## src/rtl/stack_unit.sv

```systemverilog
// stack_unit: operand stack for the stack-machine datapath.
// Executes push/pop/tos strobes with a registered top-of-stack output.
// Tracks occupancy and traps overflow/underflow into a sticky FAULT state.
// Optional feature macro: STACK_BYPASS_EN forwards din to dout on tos+push.
module stack_unit #(
   parameter int DATA_W = 8,
   parameter int DEPTH  = 16,
   parameter int PTR_W  = 4
) (
   input  logic              clk,
   input  logic              reset,
   input  logic              push,
   input  logic              pop,
   input  logic              tos,
   input  logic [DATA_W-1:0] din,
   input  logic              clr_err,
   output logic [DATA_W-1:0] dout,
   output logic [PTR_W:0]    count,
   output logic              empty,
   output logic              full,
   output logic              ovf,
   output logic              unf,
   output logic              fault
);

`ifdef STACK_BYPASS_EN
   localparam bit BYPASS = 1'b1;
`else
   localparam bit BYPASS = 1'b0;
`endif

   localparam logic [1:0] ST_EMPTY   = 2'd0;
   localparam logic [1:0] ST_PARTIAL = 2'd1;
   localparam logic [1:0] ST_FULL    = 2'd2;
   localparam logic [1:0] ST_FAULT   = 2'd3;

   localparam logic [PTR_W:0] DEPTH_C = (PTR_W+1)'(DEPTH);

   logic [DATA_W-1:0] mem_q [DEPTH];
   logic [PTR_W:0]    sp_q, sp_d;
   logic [1:0]        state_q, state_d;
   logic [DATA_W-1:0] dout_q, dout_d;
   logic              ovf_q, ovf_d;
   logic              unf_q, unf_d;
   logic              wr_en;
   logic [PTR_W-1:0]  wr_idx;
   logic [PTR_W-1:0]  top_idx;
   logic              is_empty, is_full;
   logic              ovf_evt, unf_evt;

   // Occupancy-derived state used when leaving FAULT or after a legal op.
   function automatic logic [1:0] state_for(input logic [PTR_W:0] n);
      if (n == '0)
         return ST_EMPTY;
      else if (n == DEPTH_C)
         return ST_FULL;
      else
         return ST_PARTIAL;
   endfunction

   assign top_idx  = PTR_W'(sp_q - 1'b1);
   assign is_empty = (sp_q == '0);
   assign is_full  = (sp_q == DEPTH_C);

   // A push that cannot land (full, no paired pop) is an overflow; any pop
   // or a tos with nothing to read (unless bypass supplies din) underflows.
   assign ovf_evt = push & ~pop & is_full;
   assign unf_evt = is_empty & (pop | (tos & ~(BYPASS & push)));

   // Next-state logic: clr_err first, then FAULT freeze, then error trap,
   // otherwise the normal push/pop/replace and tos read.
   always_comb begin
      sp_d    = sp_q;
      state_d = state_q;
      dout_d  = dout_q;
      ovf_d   = ovf_q;
      unf_d   = unf_q;
      wr_en   = 1'b0;
      wr_idx  = sp_q[PTR_W-1:0];

      if (clr_err) begin
         ovf_d   = 1'b0;
         unf_d   = 1'b0;
         state_d = state_for(sp_q);
      end else if (state_q == ST_FAULT) begin
         // Stack frozen; tos may still read a valid top.
         if (tos && !is_empty)
            dout_d = mem_q[top_idx];
      end else if (ovf_evt || unf_evt) begin
         // Offending operation blocked; sp and array stay put.
         ovf_d   = ovf_q | ovf_evt;
         unf_d   = unf_q | unf_evt;
         state_d = ST_FAULT;
         if (tos && !is_empty)
            dout_d = mem_q[top_idx];
      end else begin
         if (push && pop) begin
            wr_en  = 1'b1;
            wr_idx = top_idx;
         end else if (push) begin
            wr_en = 1'b1;
            sp_d  = sp_q + 1'b1;
         end else if (pop) begin
            sp_d = sp_q - 1'b1;
         end
         if (tos)
            dout_d = (BYPASS && push) ? din : mem_q[top_idx];
         state_d = state_for(sp_d);
      end
   end

   // Control and output registers with synchronous active-low reset.
   always_ff @(posedge clk) begin
      if (!reset) begin
         sp_q    <= '0;
         state_q <= ST_EMPTY;
         dout_q  <= '0;
         ovf_q   <= 1'b0;
         unf_q   <= 1'b0;
      end else begin
         sp_q    <= sp_d;
         state_q <= state_d;
         dout_q  <= dout_d;
         ovf_q   <= ovf_d;
         unf_q   <= unf_d;
      end
   end

   // Stack storage; not reset, and writes are dropped during reset.
   always_ff @(posedge clk) begin
      if (reset && wr_en)
         mem_q[wr_idx] <= din;
   end

   assign dout  = dout_q;
   assign count = sp_q;
   assign empty = is_empty;
   assign full  = is_full;
   assign ovf   = ovf_q;
   assign unf   = unf_q;
   assign fault = (state_q == ST_FAULT);

endmodule

```

## config.mk

```make
export PLATFORM = sky130hd
export DESIGN_NAME = stack_unit
export DESIGN_NICKNAME = d
export VERILOG_FILES = /design/src/rtl/stack_unit.sv
export SDC_FILE = /design/constraint.sdc
export NUM_CORES = 1
export LEC_CHECK = 0
export ABC_AREA = 1
export CAP_MARGIN = 40
export CORE_MARGIN = 2
export CORE_UTILIZATION = 30
export DETAILED_ROUTE_END_ITERATION = 12
export GPL_TIMING_DRIVEN = 0
export PLACE_DENSITY = 0.53
export SYNTH_ARGS = -nofsm -noshare
export SYNTH_HDL_FRONTEND = slang
export SYNTH_SLANG_ARGS = --single-unit
```

## constraint.sdc

```tcl
create_clock -name clk -period 3.1 [get_ports clk]
set_input_delay 0.62 -clock clk [delete_from_list [all_inputs] [get_ports clk]]
set_output_delay 0.62 -clock clk [all_outputs]
set_load 0.05 [all_outputs]
```

=== Yosys cells after proc, flatten, opt, wreduce, memory -nomap -nowiden ===
Memory sizes are Yosys's and may differ from the RTL's.
Cells that the tools add are included.

* Logic and storage cells: 63
* Bits in writable memories: 128
* Output and inout port bits: 18
* Bits in read-only memories: 0
* Input port bits: 14
* Bits in registers: 17
* Memories: 1
* Latch bits: 0

{| class="wikitable"
|+ Memories
! name !! words !! width !! read ports !! clocked after Yosys merged registers in !! write ports !! line !! source
|-
| mem_q || 16 || 8 || 1 || 0 || 1 || 39 || <nowiki>logic [DATA_W-1:0] mem_q [DEPTH];</nowiki>
|}

* $mul: 0
* Add/sub/neg operators: 2
* Divide/modulo/power cells: 0
* Reduce and logical (&&, ||, !) cells: 12
* $lt $le $gt $ge: 0
* Shift-type cells: 0
* Multiplexer cells: 28
* Eq/ne operators: 4
* Bitwise operators: 11

{| class="wikitable"
|+ Operators with widths
! cell !! count
|-
| $mux W8 || 4
|-
| $mux W5 || 6
|-
| $mux W4 || 4
|-
| $mux W2 || 7
|-
| $eq A5 B5 Y1 const B || 2
|-
| $logic_not A5 Y1 || 2
|-
| $mux W1 || 7
|-
| $add A5 B1 Y5 const B || 1
|-
| $not A1 Y1 || 5
|-
| $sub A5 B1 Y5 const B || 1
|-
| $reduce_and A2 Y1 || 2
|-
| $and A1 B1 Y1 || 3
|-
| $logic_and A1 B1 Y1 || 3
|-
| $or A1 B1 Y1 || 3
|-
| $reduce_and A3 Y1 || 1
|-
| $reduce_bool A3 Y1 || 1
|-
| $eq A2 B2 Y1 const B || 1
|-
| $ne A2 B2 Y1 const B || 1
|-
| $reduce_or A2 Y1 || 1
|-
| $logic_not A1 Y1 || 1
|-
| $logic_or A1 B1 Y1 || 1
|}

=== Logic depth before layout (Yosys ltp) ===
Gate-level depths: netlist of the first run.

* Word-level depth: 13
* Gate-level depth with buffers: 13
* Mapped depth without buffers: 10

=== Least setup slack after synthesis of the first run ===
Ideal clock, no wire load.

* Kind: reg-to-reg
* Start point: reg sp_q[0], in the netlist count[0]
* End point: mem mem_q[0][0], enable pin
* Cell stages (with the launch flop): 12
* Library setup time: 0.370 ns
* Clock period less this slack: 3.245 ns
* Arrival: 2.875 ns
* Required time: 2.730 ns
* Slack: -0.145 ns
* Buffers on the path: 5
* Cell sequence: dfxtp_1 > buf_2 > inv_2 > buf_2 > buf_1 > ha_1 > clkbuf_1 > clkinv_1 > clkbuf_1 > o21ai_1 > nand2_1 > nor2_1

* Word-level cells in the longest chain between the ends: 9
* Elaborated cells between the ends (all ways): 16
* Classes of those cells: add/sub: 1; eq/ne: 1; mux: 9; bitwise: 2; reduce/logical: 3

{| class="wikitable"
|+ RTL lines
! element !! line !! source
|-
| start, declared || 40 || <nowiki>logic [PTR_W:0] sp_q, sp_d;</nowiki>
|-
| start signal, assigned || 121 || <nowiki>sp_q <= sp_d;</nowiki>
|-
| $eq A5 B5 Y1 / $logic_not A5 Y1 (equally long branches) || 63, 62 ||
|-
| $and A1 B1 Y1, on equally long branches || 67, 68 ||
|-
| $logic_or A1 B1 Y1 || 89 || <nowiki>end else if (ovf_evt || unf_evt) begin</nowiki>
|-
| $mux W1 || 89 ||
|-
| $mux W1 || 85 || <nowiki>end else if (state_q == ST_FAULT) begin</nowiki>
|-
| $mux W1 || 81 || <nowiki>if (clr_err) begin</nowiki>
|-
| $logic_and A1 B1 Y1 || 131 || <nowiki>if (reset && wr_en)</nowiki>
|-
| $mux W1 || 131 ||
|-
| $mux W1 (implied by the code) || 132 || <nowiki>mem_q[wr_idx] <= din;</nowiki>
|-
| end, declared || 39 ||
|}

Several ways; a longest one is shown, not always the timed one.

=== Worst setup path in the final report of the first run ===
* Start point: reg sp_q[0], in the netlist count[0]
* End point: out full

* Word-level cells in the longest chain between the ends: 1

{| class="wikitable"
|+ RTL lines
! element !! line !! source
|-
| $eq A5 B5 Y1 || 63 || <nowiki>assign is_full = (sp_q == DEPTH_C);</nowiki>
|-
| end, declared || 20 || <nowiki>output logic full,</nowiki>
|}

Every way passes these cells.

==> run_results.csv, run 1 <==
group,metric,value,unit
timing,setup_viol,0,
clock_network,cts_tree,"yes",
critical_path,crit_family,"buffers and inverters",
pwr,p_leak,2.832,nW
route,wl_per_cell,17.19,µm
route,vias,4476,
pwr,power_density,828.7,nW/µm²
layout,antenna_cells,0,
synth,synth_seq_cells,145,
clock_network,cts_max_level,4,
critical_path,worstPathArrival,2.30,ns
timing,fin_crit,2.921,ns
critical_path,cp_max_fo,19,
global_routing,grt_max_degree,20,
synth,ys_warn_count,0,
critical_path,crit_path_start_kind,"register",
timing,worst_slew_pin_slew,0.8225,ns
global_routing,grt_antenna_before_repair,0,
place,place.gp.congestion,0.8901,
floorplan,die_w,148.4,µm
synth,synth_area,6253,µm²
clock_network,cts_hold_buf,0,
timing,finalMaxSlewViolations,0,
floorplan,initial_core_util,30.71,%
flow_run,timing.max_cap.violations,0,
pwr,finalPower,6.558,mW
critical_path,crit_path_end_kind,"output port",
clock_network,clkTransAtPathRegs,0.06,ns
timing,max_freq,342.4,MHz
timing,hold_viol,0,
global_routing,grt_pass1_wl,24.76,mm
floorplan,io_pins,32,
synth,ys_types,32,
layout,layout.nets,666,
clock_network,cts_sinks,145,
layout,area_growth,26.55,%
floorplan,die_h,148.4,µm
clock_network,clock_latency,0.42,ns
clock_network,numCtsBuffers,17,
clock_network,ctsRootBufferMaster,"clkbuf_16",
timing,worst_hold_slack,0.4770,ns
floorplan,row_count,52,
synth,synth_fp_nets,605,
place,numPortBuffers,31,
critical_path,required,2.48,ns
timing,fin_tns_setup,0,ns
place,hpwlAfterDp,10.70,mm
synth,syn_avg_cell_area,10.62,µm²
timing,relSlewSlack,44.99,%
critical_path,max_stage_delay,0.49,ns
place,dpl.cell_count,890,
timing,finClkSkew,0.004843,ns
critical_path,crit_slowest_cell,"clkdlybuf4s15_1",
route,drt_iter0_drc,313,
layout,final_cell_mix,"nand2_1, edfxtp_1, nand3_1, clkdlybuf4s50_1, inv_1",
critical_path,crit_chain,"buf_2 > inv_2 > buf_4 > ha_4 > nand3_2 > inv_1 > clkdlybuf4s15_1",
route,drc,0,
route,ant_nets,0,
layout,drive_above_1_share,14.78,%
clock_network,cts_buffer_depth,2,
status,status,"complete, no violations",
layout,final_common_cell,"nand2_1",
global_routing,grt.total_usage,15.13,%
timing,fin_crit_sh,94.22,%
floorplan,die_area,22020,µm²
pwr,ir_drop,0.4211,mV
layout,stdcell_count,933,
global_routing,gr-total-overflow,0,
route,wl,16.04,mm
timing,rsz0062_at_grt,"false",
synth,synthCells,589,
global_routing,grt_pass1_vias,4301,
route,viasPerCell,4.797,
synth,seq_area_frac_synth,66.91,%
route,dr.pass1.iters,5,
hold_path,holdCritPathClass,"register to register",
floorplan,core,20360,µm²
critical_path,crit_type,"register to output port",
critical_path,path_buf_inv,5,
layout,fin_util,38.86,%
## Yosys cell counts
cell type | instances | share of area [%]
nand2_1 | 178 | 11
edfxtp_1 | 128 | 61
nand3_1 | 118 | 9.4
nor2_1 | 30 | 1.8
inv_1 | 22 | 1.3
dfxtp_1 | 17 | 5.4
a21oi_1 | 16 | 1.3
clkbuf_1 | 16 | 0.96
nand3_2 | 8 | 1.3
o21ai_0 | 8 | 0.64
nand4_1 | 6 | 0.60
inv_2 | 5 | 0.30
buf_2 | 4 | 0.32
buf_1 | 3 | 0.18
clkinv_1 | 3 | 0.18
nor2_2 | 3 | 0.30
xor2_1 | 3 | 0.42
buf_4 | 2 | 0.24
buf_6 | 2 | 0.36
ha_1 | 2 | 0.40
nand2_2 | 2 | 0.20
nor2_4 | 2 | 0.36
o21ai_1 | 2 | 0.16
a211oi_1 | 1 | 0.12
a31oi_1 | 1 | 0.10
nand4_4 | 1 | 0.34
nor3_2 | 1 | 0.16
nor3_4 | 1 | 0.26
o211ai_1 | 1 | 0.12
o211ai_2 | 1 | 0.20
o22ai_1 | 1 | 0.10
xor2_2 | 1 | 0.26
## kinds of logic (layout without fill, tap and decap cells)
logic type                 after synthesis  count (layout)  synth area share [%]
buffers and inverters                   57             131                 3.862
DFF                                    145             145                 66.91
and+or+nand+nor                        350             350                 25.43
AOI/OAI and AO/OA                       31              31                 2.721
adders and majority gates                2               2                0.4001
xor gates and xnor gates                 4               4                0.6804
## final cells by class
class / instances / area, µm²
buffer: 25 / 125.1
clock buffer: 20 / 436.7
clock inverter: 12 / 188.9
fill: 1967 / 12450
inverter: 30 / 113.9
multi-input combinational: 387 / 1979
sequential: 145 / 4185
tap: 270 / 337.8
timing repair buffer: 44 / 546.8
## worst min-delay path, cell delays in order, from the launching register on
cell and delay (ns):
dfxtp_1 0.33, a21oi_1 0.04, nor2_1 0.07
## path summary, 6_finish.rpt
check,from,to,slack [ns],depth (start not counted)
setup reg to reg,count[0],mem_q[11][7],0.22,13
hold reg to reg,unf,unf,0.48,2
hold / removal,unf,unf,0.48,2
setup / recovery,count[0],full,0.18,7
## sequential cells by signal (all words and copies together) (netlist names)
name     count
ovf          1
unf          1
mem_q      128
dout         8
state_q      2
count        5
## layer usage
layer  share of wire (%)  global-route usage, %
met3                 6.4                  3.773
met4                 2.8                  6.381
met2                  45                  23.47
met1                  45                  20.27
met5                   0                      0
## power breakdown
| group | switching, mW | total [mW] | internal (mW) | leakage [nW] |
|---|---|---|---|---|
| registers | 0.0494 | 2.24 | 2.19 | 1.29 |
| logic | 1.53 | 2.15 | 0.618 | 1.24 |
| clock network | 0.752 | 2.17 | 1.42 | 0.301 |
## through the flow
step / setup WS, ns / cell area [µm²]
5_1_grt: 0.02162 / 7914
6_report: 0.1793 / 7914
3_5_place_dp: -1.041 / 6923
3_3_place_gp: -0.9624 / 6923
2_1_floorplan: 0.06607 / 6275
4_1_cts: 0.04736 / 7781
## timing repair
action | 4_1_cts | 5_1_grt
setup buffers | 7 | 6
resized for setup | 36 | 2
endpoints found under the setup margin | 141 | 129
pin swaps | 9 | 8
(Power assumes the default switching activity.)
==> inputs of run 2 (changes only) <==
Settings changed: CAP_MARGIN 40 to unset, CTS_CLUSTER_SIZE set to 25.
Clock period 3.1 ns to 3.2 ns, I/O delays scaled along.
==> run_results.csv, run 2 (same netlist as run 1, synthesis figures left out) <==
group,metric,value,unit
status,status,"complete, no violations",
route,vias,4390,
global_routing,grt_antenna_before_repair,0,
floorplan,die_area,22020,µm²
floorplan,initial_core_util,30.71,%
layout,top_register,"mem_q",
global_routing,gr-total-overflow,0,
timing,rsz0062_at_grt,"true",
critical_path,crit_path_end_kind,"output port",
clock_network,cts_sinks,145,
timing,fin_crit,3.041,ns
timing,fin_crit_sh,95.04,%
pwr,p_leak,2.750,nW
hold_path,holdCritPathClass,"register to register",
layout,largest_register_ffs,128,
critical_path,crit_path_start_kind,"register",
flow_run,timing.max_cap.violations,0,
pwr,finalPower,6.114,mW
timing,setup_viol,0,
global_routing,grt_pass1_vias,4250,
layout,layout.nets,660,
place,hpwlAfterDp,10.63,mm
layout,drive_above_1_share,14.18,%
timing,hold_viol,0,
route,viasPerCell,4.741,
critical_path,worstPathArrival,2.40,ns
critical_path,cp_max_fo,19,
pwr,ir_drop,0.3833,mV
global_routing,grt.total_usage,14.63,%
global_routing,grt_pass1_wl,24.13,mm
layout,final_cell_mix,"nand2_1, edfxtp_1, nand3_1, clkdlybuf4s50_1, inv_1",
route,ant_nets,0,
critical_path,crit_type,"register to output port",
layout,area_growth,23.95,%
floorplan,io_pins,32,
global_routing,grt_max_degree,20,
layout,fillCellCount,1964,
place,place.gp.congestion,0.8390,
pwr,power_density,788.8,nW/µm²
timing,finClkSkew,0.006826,ns
layout,final_common_cell,"nand2_1",
route,dr.pass1.iters,5,
clock_network,cts_tree,"yes",
floorplan,row_count,52,
floorplan,die_h,148.4,µm
clock_network,cts_max_level,4,
floorplan,core,20360,µm²
clock_network,ctsRootBufferMaster,"clkbuf_16",
route,wl_per_cell,16.80,µm
timing,fin_tns_setup,0,ns
route,wl,15.55,mm
route,drc,0,
timing,max_freq,328.8,MHz
place,numPortBuffers,31,
floorplan,die_w,148.4,µm
clock_network,cts_buffer_depth,2,
clock_network,numCtsBuffers,17,
critical_path,required,2.56,ns
timing,relSlewSlack,50.67,%
clock_network,clock_latency,0.42,ns
timing,worst_slew_pin_slew,0.7376,ns
route,drt_iter0_drc,362,
clock_network,clkTransAtPathRegs,0.06,ns
layout,antenna_cells,0,
timing,finalMaxSlewViolations,0,
run 2: cell types whose count changed in the layout (fill, tap and decap cells not counted), sizes merged:
cell	before	now
buf	23	17
inv	27	28
bufinv	5	2
clkinvlp	2	5
clkinv	8	9
clkbuf	35	32
run 2: per-layer routing:
metal | vias up | routed length, µm | track usage (%)
li1 | 2153 | - | -
met1 | 2082 | 7464 | 20.44
met2 | 136 | 7082 | 22.29
met3 | 19 | 728 | 3.620
met4 | 0 | 279 | 5.048
met5 | - | 0 | 0
run 2: cell type report:
class / instances / area, µm² / area share [%]
well taps: 270 / 337.8 / 4.358
multi-input cells: 387 / 1971 / 25.42
clock inverters: 14 / 142.6 / 1.840
clock buffers: 17 / 425.4 / 5.488
repair buffers: 38 / 451.7 / 5.827
flip-flops and latches: 145 / 4184 / 53.98
plain buffers: 25 / 125.1 / 1.614
inverters: 30 / 113.9 / 1.469
run 2: report_power, final:
group	leakage [nW]	switching [mW]	internal, mW
clock	0.265	0.760	1.14
sequential	1.29	0.0523	2.12
combinational	1.19	1.46	0.579
run 2: critical path, stage by stage (launching register included):
cell,delay (ns)
dfxtp_1,0.34
buf_2,0.19
inv_2,0.14
buf_4,0.26
ha_2,0.34
nand3_2,0.14
inv_1,0.08
clkdlybuf4s15_1,0.49
run 2: path summary, 6_finish.rpt:
| path | from | slack [ns] | depth (start not counted) | endpoint |
|---|---|---|---|---|
| worst min-delay path | unf | 0.48 | 2 | unf |
| worst max register to register | count[0] | 0.19 | 12 | mem_q[2][2] |
| worst min register to register | unf | 0.48 | 2 | unf |
| worst max-delay path | count[0] | 0.16 | 7 | empty |
run 2: what timing repair did:
action | CTS | global route
hold buffers | 0 | 0
buffers inserted | 3 | 4
resized for setup | 38 | 9
pin swaps | 6 | 8
endpoints found under the setup margin | 138 | 129
run 2: metrics by stage:
step           hold WS, ns  area [µm²]  util [%]  setup WS, ns  cells
6_report            0.4847        7751     38.06        0.1587    926
5_1_grt             0.5078        7751     38.06     -0.002774    926
4_1_cts             0.4883        7649     37.56      -0.01529    922
3_5_place_dp        0.4725        6902     33.89       -0.9509    890
3_3_place_gp        0.4636        6902     33.89       -0.9248    890
2_1_floorplan       0.5568        6254         -      -0.04537    589
==> RTL change 1, RTL diff (flow settings as in run 1) <==
The localparam `BYPASS` goes from 1'b0 to 1'b1.
--- a/src/rtl/stack_unit.sv
+++ b/src/rtl/stack_unit.sv
@@ -27,5 +27,5 @@
    localparam bit BYPASS = 1'b1;
 `else
-   localparam bit BYPASS = 1'b0;
+   localparam bit BYPASS = 1'b1;
 `endif
 
Formal check against the unedited RTL: not equivalent (a bounded check fails within 4 cycles, from zero or initial values and one cycle with reset low).
==> RTL change 1 against run 1 <==
Critical path depth up 7. Area after synthesis up 6.5%. Setup slack worse by 0.043 ns. Sequential cell count unchanged. Final area up 5.7%. Die area up 6.4%. Non-clock buffer count up 10. Power down 7.8%. Routed wire length up 12%. Clock skew up 0.012 ns.
==> RTL change 1: results (changes against run 1) <==
| Metric | Value |
|---|---|
| Status | `complete, no violations` |
| Hpwl dp | `11900 um (+12%)` |
| Multi-In Gates | `449 (+16%)` |
| FFs & Latches | `145 (unchanged)` |
| Met2 GRT Util | `0.244 (+0.00890)` |
| Sw Ratio | `0.362 (+0.00716)` |
| R2r setup slk | `0.14 ns (-0.08 ns)` |
| Layout cells sized above 1 | `0.148 (+0.000481)` |
| Crit path max-delay cell type | `dfxtp_2` |
| Grt met1 use | `0.205 (+0.00277)` |
| Synth top area cells | `edfxtp_1, nor2_1, nand2_1, nand3_1, dfxtp_1` |
| Net Sw Power | `0.00219 W (-6.0%)` |
| Count leader, synth | `nor2_1` |
| Placed Area | `7360 um^2 (+6.3%)` |
| Total global-route track usage | `0.155 (+0.00415)` |
| Vias in the first global route | `4910 (+14%)` |
| Clock-cell share of area | `0.0652 (-0.0138)` |
| Delay of the slowest critical-path stage | `0.45 ns (-0.04 ns)` |
| Final period util | `0.956 (+0.0138)` |
| Worst skew pair latency | `0.44 ns (+0.02 ns)` |
| First-pass GRT wire length | `27500 um (+11%)` |
| Post-synth top cells | `nor2_1, edfxtp_1, nand2_1` |
| Crit path max-delay family | `simple AND/OR/NAND/NOR gates` |
| Compound-gate portion of the synthesized area | `0.0747 (+0.0475)` |
| Avg Cell Area, Syn | `9.75 um^2 (-8.1%)` |
| Seq/total area | `0.501 (-0.0283)` |
| Synth unique cells | `35 (+9.4%)` |
| Worst IR drop on VDD | `0.434 mV (+3.0%)` |
| Met1 WL | `8200 um (+13%)` |
| R2R cell count | `14 (+1)` |
| Inst Count DP | `993 (+12%)` |
| Sequential-to-total area share from yosys stat | `0.628 (-0.0411)` |
| Syn Nets | `699 (+16%)` |
| Multi-input combinational area share | `0.274 (+0.0239)` |
| FILL cells | `2142 (+8.9%)` |
| Port bufs | `30 (-3.2%)` |
| Final nets | `766 (+15%)` |
| Drt total wl | `17900 um (+12%)` |
| Met3 Wirelength | `883 um (-15%)` |
| Worst EP arrival | `3.11 ns (+0.81 ns)` |
| Non-clock buffer share | `0.0920 (+0.00712)` |
| Leak pwr | `3.11 nW (+9.9%)` |
RTL change 1: worst min-delay path by stage:
stage	startpoint	to	slack, ns
6_report	ovf$_SDFFE_PP0P_	ovf$_SDFFE_PP0P_	0.47
5_1_grt	ovf$_SDFFE_PP0P_	ovf$_SDFFE_PP0P_	0.50
4_1_cts	ovf$_SDFFE_PP0P_	ovf$_SDFFE_PP0P_	0.47
3_5_place_dp	ovf$_SDFFE_PP0P_	ovf$_SDFFE_PP0P_	0.46
3_3_place_gp	ovf$_SDFFE_PP0P_	ovf$_SDFFE_PP0P_	0.46
2_1_floorplan	state_q[1]$_SDFFE_PN0P_	ovf$_SDFFE_PP0P_	0.63
RTL change 1: repair_timing:
item | CTS | global route
hold endpoints to repair | 0 | 0
setup buffers | 15 | 5
endpoints found under the setup margin | 137 | 133
pin swaps | 11 | 6
gates resized for setup | 26 | 4
==> RTL change 2, RTL diff (settings of run 1) <==
Without the edit above. Reset style: asynchronous (`reset`), changed in one clocked block. Comments in the files are not updated.
--- a/src/rtl/stack_unit.sv
+++ b/src/rtl/stack_unit.sv
@@ -111,5 +111,5 @@
 
    // Control and output registers with synchronous active-low reset.
-   always_ff @(posedge clk) begin
+   always_ff @(posedge clk or negedge reset) begin
       if (!reset) begin
          sp_q    <= '0;
Function: differs if reset is asserted again (counterexample within 4 cycles, from zero or initial values and one cycle with reset low); with reset held inactive, the same outputs for 4 cycles.
==> RTL change 2 against run 1 <==
Clock skew up 0.0022 ns. Die area up 1.6%. Via count about the same. Area after synthesis up 1.7%. Setup slack worse by 0.12 ns. Synthesized cell count up 0.34%. Count of clock-buffer cells in the layout up 3. Routed wire length up 0.69%. Power up 18%. Hold slack better by 0.011 ns. Largest power group is now combinational cells. Final area down 0.30%. Sequential cell count unchanged. Combinational power up 61%.
==> RTL change 2: results (changes against run 1) <==
| Metric | Value |
|---|---|
| Final hold slack | `0.488 ns (+0.0113 ns)` |
| H-Tree Depth | `4 (unchanged)` |
| Iteration-0 DRC Markers | `320 (+2.2%)` |
| First-pass GRT wire length | `24800 um (+0.17%)` |
| GP Congestion | `0.862 (-3.1%)` |
| Met2 WL post-DR | `7520 um (+3.3%)` |
| TritonCTS Sinks | `145 (unchanged)` |
| Rel. slew slack | `0.454 (+0.00429)` |
| Drt wl/cell | `17.2 um (+0.16%)` |
| Inverters | `25 (-17%)` |
| FILL cells | `2039 (+3.7%)` |
| Clock-cell share of area | `0.0725 (-0.00658)` |
| Die width | `150 um (+0.82%)` |
| Layout cells sized above 1 | `0.158 (+0.0106)` |
| Worst Clk Skew | `0.00704 ns (+0.00219 ns)` |
| Multi-input combinational area share | `0.247 (-0.00321)` |
| Leak pwr | `2.94 nW (+3.7%)` |
| Non-clock buffer share | `0.0834 (-0.00149)` |
| Hold Startpoint | `dout[7]$_DFFE_PN0P_` |
| Met2 GRT Util | `0.238 (+0.00312)` |
| GRT met3 Usage | `0.0320 (-0.00572)` |
| Sw Ratio | `0.427 (+0.0719)` |
| Hpwl dp | `11000 um (+3.1%)` |
| Root buffer cell | `clkbuf_16` |
| Post-Synth XOR/XNOR Area | `0.00138 (-0.00543)` |
| Crit path max-delay cell type | `dfrtp_1` |
| Status | `complete, no violations` |
| Sequential-to-total area share from yosys stat | `0.671 (+0.00232)` |
| R2r setup slk | `0.06 ns (-0.16 ns)` |
| Largest register by flop count | `mem_q` |
| Asr flop ratio synth | `0.117 (+0.117)` |
| WHS Endpoint | `dout[7]$_DFFE_PN0P_` |
| Total CTS buffers | `17 (unchanged)` |
| Multi-In Gates | `393 (+1.6%)` |
| Seq/total area | `0.541 (+0.0122)` |
| Compound-gate portion of the synthesized area | `0.0159 (-0.0113)` |
| Crit path max-delay family | `simple AND/OR/NAND/NOR gates` |
| Signal buffers | `68 (-1.4%)` |
| R2R Path End | `mem_q[10][1]$_DFFE_PP_` |
| # clk buffers | `23 (+15%)` |
| Critical path peak fanout | `10 (-9)` |
| Met1 WL | `7340 um (+0.78%)` |
| Delay of the slowest critical-path stage | `0.40 ns (-0.09 ns)` |
| Pre-CTS WS | `-0.322 ns (+0.719 ns)` |
| Vias in the first global route | `4332 (+0.72%)` |
| Worst EP arrival | `3.17 ns (+0.87 ns)` |
| Total global-route track usage | `0.151 (-0.000663)` |
| Reg-to-reg critical path startpoint | `count[0]$_DFFE_PN0P_` |
| Synth top area cells | `edfxtp_1, nand2_1, nand3_1, dfrtp_1, nor2_1` |
| Reg area | `4270 um^2 (+2.0%)` |
| Placed Area | `7000 um^2 (+1.2%)` |
| Met3 Wirelength | `992 um (-4.0%)` |
| Worst IR drop on VDD | `0.348 mV (-17%)` |
| Pin count of the biggest net entering global routing | `19 (-5.0%)` |
| Synth Area in Adders | `0.00394 (-0.0000661)` |
| Syn Nets | `607 (+0.33%)` |
==> RTL change 2: changes by cell type after synthesis, sizes merged, moves of 3 or more <==
cell	change
nand2	+18
a21oi	-11
nor2	-3
xor2	-3
dfrtp	+17
dfxtp	-17
inv	-3
nand4	-4
clkbuf	-8
nand3	+14
buf	+7
==> RTL change 2: worst max-delay path by stage <==
stage / end / cells past startpoint / start / slack, ns
after floorplan: mem_q[10][0]$_DFFE_PP_ / 9 / count[0]$_DFFE_PN0P_ / 0.17
after global routing: mem_q[10][6]$_DFFE_PP_ / 13 / count[0]$_DFFE_PN0P_ / -0.13
after global placement: mem_q[8][2]$_DFFE_PP_ / 5 / reset / -0.26
after detailed placement: mem_q[10][4]$_DFFE_PP_ / 5 / reset / -0.32
after CTS: mem_q[7][5]$_DFFE_PP_ / 13 / count[0]$_DFFE_PN0P_ / -0.15
final: mem_q[10][1]$_DFFE_PP_ / 13 / count[0]$_DFFE_PN0P_ / 0.06
==> RTL change 2: timing repair <==
item	in CTS	in global routing
setup endpoints to repair	130	131
setup buffers	0	10
pin swaps	0	13
gates resized for setup	16	26
==> RTL change 2: per-stage QoR <==
stage	std cells	setup TNS, ns
detailed placement	896	-31.43
global route	938	-11.15
floorplan	591	0
global placement	896	-24.54
CTS	928	-8.46
finish	938	0
==> RTL change 2: power by group through the flow <==
stage	sequential, W	clock [W]	combinational [W]
2_1_floorplan	0.00265	0	0.00197
3_3_place_gp	0.00238	0	0.00333
3_5_place_dp	0.00238	0	0.00336
4_1_cts	0.00234	0.00197	0.00339
5_1_grt	0.00235	0.00206	0.00377
6_report	0.00234	0.00194	0.00346
